===== config.mk =====
export PLATFORM = sky130hd
export DESIGN_NAME = rsa_job_sequencer_flat
export DESIGN_NICKNAME = d
export VERILOG_FILES = /design/src/rtl/rsa_job_sequencer_if.sv /design/src/rtl/rsa_job_sequencer.sv /design/src/flat_wrapper.sv
export SDC_FILE = /design/constraint.sdc
export NUM_CORES = 2
export LEC_CHECK = 0
export BUFFER_PORTS_ARGS = -buffer_cell sky130_fd_sc_hd__buf_2
export CORE_AREA = 3 3 618 620
export CTS_CLUSTER_DIAMETER = 30
export DETAILED_ROUTE_END_ITERATION = 16
export DIE_AREA = 0 0 621 623
export GPL_ROUTABILITY_DRIVEN = 0
export GPL_TIMING_DRIVEN = 0
export PLACE_DENSITY = 0.32
export SLEW_MARGIN = 20
export SYNTH_ARGS = -nofsm -noshare
export SYNTH_HDL_FRONTEND = slang
export SYNTH_SLANG_ARGS = --single-unit

===== constraint.sdc =====
create_clock -name clk -period 5.6 [get_ports clk]
set_clock_uncertainty 0.1 [all_clocks]
set_input_delay 0.56 -clock clk [delete_from_list [all_inputs] [get_ports clk]]
set_output_delay 0.56 -clock clk [all_outputs]
set_load 0.005 [all_outputs]

===== src/rtl/rsa_job_sequencer_if.sv =====
// rsa_job_sequencer_if: request, control-core and response signals of the RSA job sequencer
interface rsa_job_sequencer_if #(parameter int WIDTH = 128);
  logic                 req_valid;
  logic                 req_ready;
  logic [WIDTH-1:0]     req_p;
  logic [WIDTH-1:0]     req_q;
  logic                 req_mode;
  logic [2*WIDTH-1:0]   req_msg;
  logic [WIDTH-1:0]     core_p;
  logic [WIDTH-1:0]     core_q;
  logic                 core_encrypt_decrypt;
  logic [2*WIDTH-1:0]   core_msg_in;
  logic                 core_reset_inverter;
  logic                 core_reset_mod_exp;
  logic                 core_inverter_finish;
  logic                 core_mod_exp_finish;
  logic [2*WIDTH-1:0]   core_msg_out;
  logic                 rsp_valid;
  logic                 rsp_ready;
  logic [2*WIDTH-1:0]   rsp_msg;
  logic                 rsp_timeout;
  modport slave (
    input  req_valid, req_p, req_q, req_mode, req_msg,
    input  core_inverter_finish, core_mod_exp_finish, core_msg_out, rsp_ready,
    output req_ready, core_p, core_q, core_encrypt_decrypt, core_msg_in,
    output core_reset_inverter, core_reset_mod_exp, rsp_valid, rsp_msg, rsp_timeout
  );
  modport master (
    output req_valid, req_p, req_q, req_mode, req_msg,
    output core_inverter_finish, core_mod_exp_finish, core_msg_out, rsp_ready,
    input  req_ready, core_p, core_q, core_encrypt_decrypt, core_msg_in,
    input  core_reset_inverter, core_reset_mod_exp, rsp_valid, rsp_msg, rsp_timeout
  );
endinterface


===== src/rtl/rsa_job_sequencer.sv =====
// rsa_job_sequencer: runs one RSA job through inverter then mod-exp phases of a control core, with per-phase timeout
module rsa_job_sequencer #(
  parameter int WIDTH   = 128,
  parameter int TIMEOUT = 1048576
) (
  input  logic                 clk,
  input  logic                 reset,
  rsa_job_sequencer_if.slave   bus,
  output logic                 busy,
  output logic [15:0]          job_count
);
  localparam int CW = $clog2(TIMEOUT + 1);
  typedef enum logic [2:0] {IDLE, INV_RST, INV_WAIT, EXP_RST, EXP_WAIT, RESP} state_t;
  state_t               state_q, state_d;
  logic [CW-1:0]        cnt_q, cnt_d;
  logic [WIDTH-1:0]     p_q, p_d, q_q, q_d;
  logic                 mode_q, mode_d;
  logic [2*WIDTH-1:0]   msg_q, msg_d, rsp_msg_q, rsp_msg_d;
  logic                 to_q, to_d;
  logic [15:0]          jobs_q, jobs_d;
  logic                 accept, expired, exp_done, to_exit;
  // all state and datapath flops, cleared together so a mid-job reset leaves no trace
  always_ff @(posedge clk) begin
    if (reset) begin
      state_q   <= IDLE;
      cnt_q     <= '0;
      p_q       <= '0;
      q_q       <= '0;
      mode_q    <= 1'b0;
      msg_q     <= '0;
      rsp_msg_q <= '0;
      to_q      <= 1'b0;
      jobs_q    <= '0;
    end else begin
      state_q   <= state_d;
      cnt_q     <= cnt_d;
      p_q       <= p_d;
      q_q       <= q_d;
      mode_q    <= mode_d;
      msg_q     <= msg_d;
      rsp_msg_q <= rsp_msg_d;
      to_q      <= to_d;
      jobs_q    <= jobs_d;
    end
  end
  // next state: finish flags only matter in their own WAIT state, and finish beats expiry
  always_comb begin
    state_d = state_q;
    case (state_q)
      IDLE:     state_d = bus.req_valid ? INV_RST : IDLE;
      INV_RST:  state_d = INV_WAIT;
      INV_WAIT: state_d = bus.core_inverter_finish ? EXP_RST : expired ? RESP : INV_WAIT;
      EXP_RST:  state_d = EXP_WAIT;
      EXP_WAIT: state_d = (bus.core_mod_exp_finish || expired) ? RESP : EXP_WAIT;
      RESP:     state_d = bus.rsp_ready ? IDLE : RESP;
      default:  state_d = IDLE;
    endcase
  end
  // job capture, wait counter (zero outside WAIT so each phase starts fresh), result capture
  always_comb begin
    accept    = state_q == IDLE && bus.req_valid;
    expired   = cnt_q == CW'(TIMEOUT - 1);
    exp_done  = state_q == EXP_WAIT && bus.core_mod_exp_finish;
    to_exit   = expired && ((state_q == INV_WAIT && !bus.core_inverter_finish) ||
                            (state_q == EXP_WAIT && !bus.core_mod_exp_finish));
    cnt_d     = (state_q == INV_WAIT || state_q == EXP_WAIT) ? cnt_q + 1'b1 : '0;
    p_d       = accept ? bus.req_p : p_q;
    q_d       = accept ? bus.req_q : q_q;
    mode_d    = accept ? bus.req_mode : mode_q;
    msg_d     = accept ? bus.req_msg : msg_q;
    rsp_msg_d = exp_done ? bus.core_msg_out : to_exit ? '0 : rsp_msg_q;
    to_d      = exp_done ? 1'b0 : to_exit ? 1'b1 : to_q;
    jobs_d    = (state_q == RESP && bus.rsp_ready) ? jobs_q + 16'd1 : jobs_q;
  end
  // Moore outputs decoded from the current state
  always_comb begin
    bus.req_ready            = state_q == IDLE;
    bus.core_reset_inverter  = state_q == INV_RST;
    bus.core_reset_mod_exp   = state_q == EXP_RST;
    bus.rsp_valid            = state_q == RESP;
    bus.core_p               = p_q;
    bus.core_q               = q_q;
    bus.core_encrypt_decrypt = mode_q;
    bus.core_msg_in          = msg_q;
    bus.rsp_msg              = rsp_msg_q;
    bus.rsp_timeout          = to_q;
    busy                     = state_q != IDLE;
    job_count                = jobs_q;
  end
endmodule

===== src/flat_wrapper.sv =====
// flat-port wrapper written by rule: the top's interface ports become plain ports
module rsa_job_sequencer_flat 
#(
  parameter int WIDTH   = 128,
  parameter int TIMEOUT = 1048576
)
  (clk, reset, busy, job_count, bus_req_valid, bus_req_p, bus_req_q, bus_req_mode, bus_req_msg, bus_core_inverter_finish, bus_core_mod_exp_finish, bus_core_msg_out, bus_rsp_ready, bus_req_ready, bus_core_p, bus_core_q, bus_core_encrypt_decrypt, bus_core_msg_in, bus_core_reset_inverter, bus_core_reset_mod_exp, bus_rsp_valid, bus_rsp_msg, bus_rsp_timeout);
  rsa_job_sequencer_if #(.WIDTH(WIDTH)) bus_i ();
  input  logic clk;
  input  logic reset;
  output logic busy;
  output logic [15:0] job_count;
  input wire logic [$bits(bus_i.req_valid)-1:0] bus_req_valid;
  input wire logic [$bits(bus_i.req_p)-1:0] bus_req_p;
  input wire logic [$bits(bus_i.req_q)-1:0] bus_req_q;
  input wire logic [$bits(bus_i.req_mode)-1:0] bus_req_mode;
  input wire logic [$bits(bus_i.req_msg)-1:0] bus_req_msg;
  input wire logic [$bits(bus_i.core_inverter_finish)-1:0] bus_core_inverter_finish;
  input wire logic [$bits(bus_i.core_mod_exp_finish)-1:0] bus_core_mod_exp_finish;
  input wire logic [$bits(bus_i.core_msg_out)-1:0] bus_core_msg_out;
  input wire logic [$bits(bus_i.rsp_ready)-1:0] bus_rsp_ready;
  output wire logic [$bits(bus_i.req_ready)-1:0] bus_req_ready;
  output wire logic [$bits(bus_i.core_p)-1:0] bus_core_p;
  output wire logic [$bits(bus_i.core_q)-1:0] bus_core_q;
  output wire logic [$bits(bus_i.core_encrypt_decrypt)-1:0] bus_core_encrypt_decrypt;
  output wire logic [$bits(bus_i.core_msg_in)-1:0] bus_core_msg_in;
  output wire logic [$bits(bus_i.core_reset_inverter)-1:0] bus_core_reset_inverter;
  output wire logic [$bits(bus_i.core_reset_mod_exp)-1:0] bus_core_reset_mod_exp;
  output wire logic [$bits(bus_i.rsp_valid)-1:0] bus_rsp_valid;
  output wire logic [$bits(bus_i.rsp_msg)-1:0] bus_rsp_msg;
  output wire logic [$bits(bus_i.rsp_timeout)-1:0] bus_rsp_timeout;
  assign bus_i.req_valid = bus_req_valid;
  assign bus_i.req_p = bus_req_p;
  assign bus_i.req_q = bus_req_q;
  assign bus_i.req_mode = bus_req_mode;
  assign bus_i.req_msg = bus_req_msg;
  assign bus_i.core_inverter_finish = bus_core_inverter_finish;
  assign bus_i.core_mod_exp_finish = bus_core_mod_exp_finish;
  assign bus_i.core_msg_out = bus_core_msg_out;
  assign bus_i.rsp_ready = bus_rsp_ready;
  assign bus_req_ready = bus_i.req_ready;
  assign bus_core_p = bus_i.core_p;
  assign bus_core_q = bus_i.core_q;
  assign bus_core_encrypt_decrypt = bus_i.core_encrypt_decrypt;
  assign bus_core_msg_in = bus_i.core_msg_in;
  assign bus_core_reset_inverter = bus_i.core_reset_inverter;
  assign bus_core_reset_mod_exp = bus_i.core_reset_mod_exp;
  assign bus_rsp_valid = bus_i.rsp_valid;
  assign bus_rsp_msg = bus_i.rsp_msg;
  assign bus_rsp_timeout = bus_i.rsp_timeout;
  rsa_job_sequencer #(.WIDTH(WIDTH), .TIMEOUT(TIMEOUT)) u_core (.clk(clk), .reset(reset), .bus(bus_i), .busy(busy), .job_count(job_count));
endmodule

==> flow_metrics.tcl <==
set metrics [dict create \
    status "complete, no violations" \
    vias_per_cell 3.51 \
    critPathKind "flip-flop to flip-flop" \
    p_seq_share_pct 25.4 \
    syn_avg_cell_area_um2 8.35 \
    grt_first_pass_wirelength_mm 395 \
    numPortBuffers 1564 \
    crit_family "buffers and inverters" \
    finalWirelength_mm 306 \
    synth-seq-area-share_pct 52.8 \
    rsz0062_at_grt "false" \
    core_area_um2 376000 \
    min_period_ns 3.53 \
    yosys.area.top_type_share_pct 52.8 \
    slowest_delay_ns 0.76 \
    setup_tns_ns 0 \
    clockPowerShare_pct 62.8 \
    start_util_pct 8.17 \
    grt_pass1_vias 41600 \
    syn_inst 3679 \
    p_sw_mw 6.87 \
    critical_path_buf_inv_count 3 \
    max_freq_mhz 283 \
    cts.sinks 810 \
    drive_above_1_share_pct 32.5 \
    vias 40600 \
    worst_slack_ns 2.07 \
    grt_max_degree 13 \
    synth.distinct_cells 47 \
    internal_power_mw 18.7 \
    drt_iter0_drc 2664 \
    finalNetCount 7075 \
    crit_path_start_kind "flip-flop" \
    synth-seq-cells 810 \
    yosysWarnings 0 \
    slowest_stage "clkbuf_1" \
    hpwl_mm 263 \
    dr.pass1.iters 6 \
    final_common_cell "buf_2" \
    finalCritPeriodShare_pct 63.1 \
    synthToLayoutAreaGrowth_pct 103 \
    p_per_area_nw_per_um2 409 \
    synth_edf_count 0 \
    synthTopCellsByArea "dfxtp_1 53%, nand2_1 13%, a21oi_1 13%" \
    overflow 0 \
    path_cells "nor3_1 > and2_1 > buf_2 > clkbuf_1 > buf_2 > nand2_1 > a21oi_1" \
    cts_buffer_depth 4 \
    fin_total_pwr_mw 25.6 \
    routedWlPerCell_um 26.4 \
    finalCoreUtilization_pct 16.6 \
    hold_viol 0 \
    worstMarginPinSlew_ns 1.08 \
    p_comb_share_pct 11.9 \
    ys_async_sr_fraction_pct 0 \
    cts_made_buffers 284 \
    antenna_found_initial 146 \
    yosysTopAreaCell "dfxtp_1" \
    clk_pin_slew_worst_paths_ns 0.04 \
    clock_latency_ns 0.82 \
    ios 1566 \
    mostFrequentLayoutCells "1614 x buf_2, 1042 x nand2_1, 810 x dfxtp_1, 778 x a21oi_1, 762 x dlygate4sd3_1" \
    max_cap_violations 0 \
    clock-root-buffer "clkbuf_16" \
    p_sw_share_pct 26.9 \
    route.detailed.drc 0 \
    num_rows 225 \
    critPathCaptureType "flip-flop" \
    hold_class "input pin to flip-flop" \
    maxSlewViolCount 0 \
    maxSlewHeadroom_pct 27.9 \
    die_width_um 621 \
    htree_levels 5 \
    syn-num-nets 4456 \
    cpMostUsedCell "buf_2" \
    cp_max_fo 11 \
    r2r_slack_ns 2.07 \
    dieArea_um2 387000 \
    cts_tree "yes" \
    antenna_left 0 \
    p_leak_nw 25.5 \
    cp.arrival_ns 4.19 \
    dieHeight_um 623 \
    dp_slack_ns 1.91 \
    syn-cell-area_um2 30700 \
    synth-main-ff-cell "dfxtp_1" \
    setup_viol 0 \
    cp.required_ns 6.26 \
    grt_usage_pct 15.1 \
    ir_worst_vdd_uv 204 \
]
## worst paths after layout
path / end / cells past startpoint / startpoint
setup / recovery: u_core.bus.core_p[42] / 7 / u_core.state_q[1]
hold / removal: u_core.bus.rsp_msg[54] / 3 / bus_core_msg_out[54]
setup reg to reg: u_core.bus.core_p[42] / 7 / u_core.state_q[1]
hold reg to reg: u_core.bus.core_p[88] / 2 / u_core.bus.core_p[88]
## kinds of logic after synthesis
| family | Yosys count | synth area share [%] |
|---|---|---|
| compound gates | 1307 | 26.6 |
| simple gates | 1146 | 14.7 |
| flops | 810 | 52.8 |
| buf+inv | 386 | 5.03 |
| xor+xnor | 24 | 0.684 |
| mux | 4 | 0.143 |
| fa+ha+maj | 2 | 0.0814 |
## synth_stat cells, types with 2 or more instances
| cell | number |
|---|---|
| mux2_2 | 3 |
| nand4b_1 | 2 |
| clkbuf_2 | 6 |
| buf_1 | 9 |
| xnor2_1 | 18 |
| o31ai_1 | 3 |
| nor4_1 | 7 |
| nand4_1 | 6 |
| nor3b_1 | 2 |
| or4_1 | 7 |
| nor3_1 | 7 |
| or3_1 | 3 |
| buf_2 | 50 |
| ha_1 | 2 |
| nor2_1 | 31 |
| inv_1 | 8 |
| buf_6 | 3 |
| o211ai_1 | 2 |
| and2_1 | 3 |
| and3_1 | 2 |
| clkbuf_1 | 309 |
| o21bai_1 | 2 |
| o21ai_0 | 4 |
| a22oi_1 | 257 |
| nand3_1 | 15 |
| a21oi_1 | 778 |
| nor2b_1 | 3 |
| dfxtp_1 | 810 |
| xor2_1 | 6 |
| o311ai_0 | 256 |
| o41ai_1 | 2 |
| or2_2 | 6 |
| nand2_1 | 1043 |
## metal layers
metal  routed length (um)  part of all wire, %  track usage [%]  vias up
met5                  155                0.051                0        -
met4                13700                  4.5             6.35       22
met3                28900                  9.4             5.79      543
met2               151000                   49             26.5     1915
met1               112000                   37             16.1    19600
li1                     -                    -                -    18600
## tightest hold or removal path, stage by stage
cell and delay [ns]:
buf_2 0.13, a22oi_1 0.09, a21oi_1 0.14
## layout make-up
cell class | instances | area (um2)
diodes | 78 | 195
plain buffers | 378 | 1530
clock buffers | 403 | 8320
clock inverters | 103 | 1390
fillers | 42900 | 314000
inverters | 8 | 30.0
multi-input cells | 2483 | 13000
flip-flops and latches | 810 | 16200
well taps | 4994 | 6250
repair buffers | 2333 | 15600
## flip-flops by register name, summed over array words and instances, names as in the netlist
signal                           count
u_core.bus.core_p                  128
u_core.job_count                    16
u_core.bus.core_msg_in             256
u_core.bus.rsp_timeout               1
u_core.bus.rsp_msg                 256
u_core.state_q                       3
u_core.bus.core_q                  128
u_core.bus.core_encrypt_decrypt      1
u_core.cnt_q                        21
## power groups by stage
stage / clock network (mW) / logic, mW / registers, mW
after global placement: 0 / 2.56 / 6.57
after floorplan: 0 / 0.837 / 6.53
after global routing: 16.7 / 3.29 / 6.53
final: 16.1 / 3.03 / 6.50
after detailed placement: 0 / 2.58 / 6.58
after CTS: 16.4 / 3.14 / 6.49
## stage by stage
| stage | std cells | cell area, um2 | hold slack [ns] |
|---|---|---|---|
| final | 11600 | 62500 | 0.0459 |
| after global routing | 11600 | 62400 | 0.0294 |
| after CTS | 11500 | 62300 | 0.00485 |
| after detailed placement | 10200 | 45000 | 0.345 |
| after global placement | 10200 | 44800 | 0.343 |
| after floorplan | 3679 | 30700 | 0.342 |
## timing repair
action                    4_1_cts  5_1_grt
hold buffers                  762        0
hold endpoints to repair      762        0
setup buffers                   0        0
gates resized for setup         0        0
(Power assumes the default switching activity.)
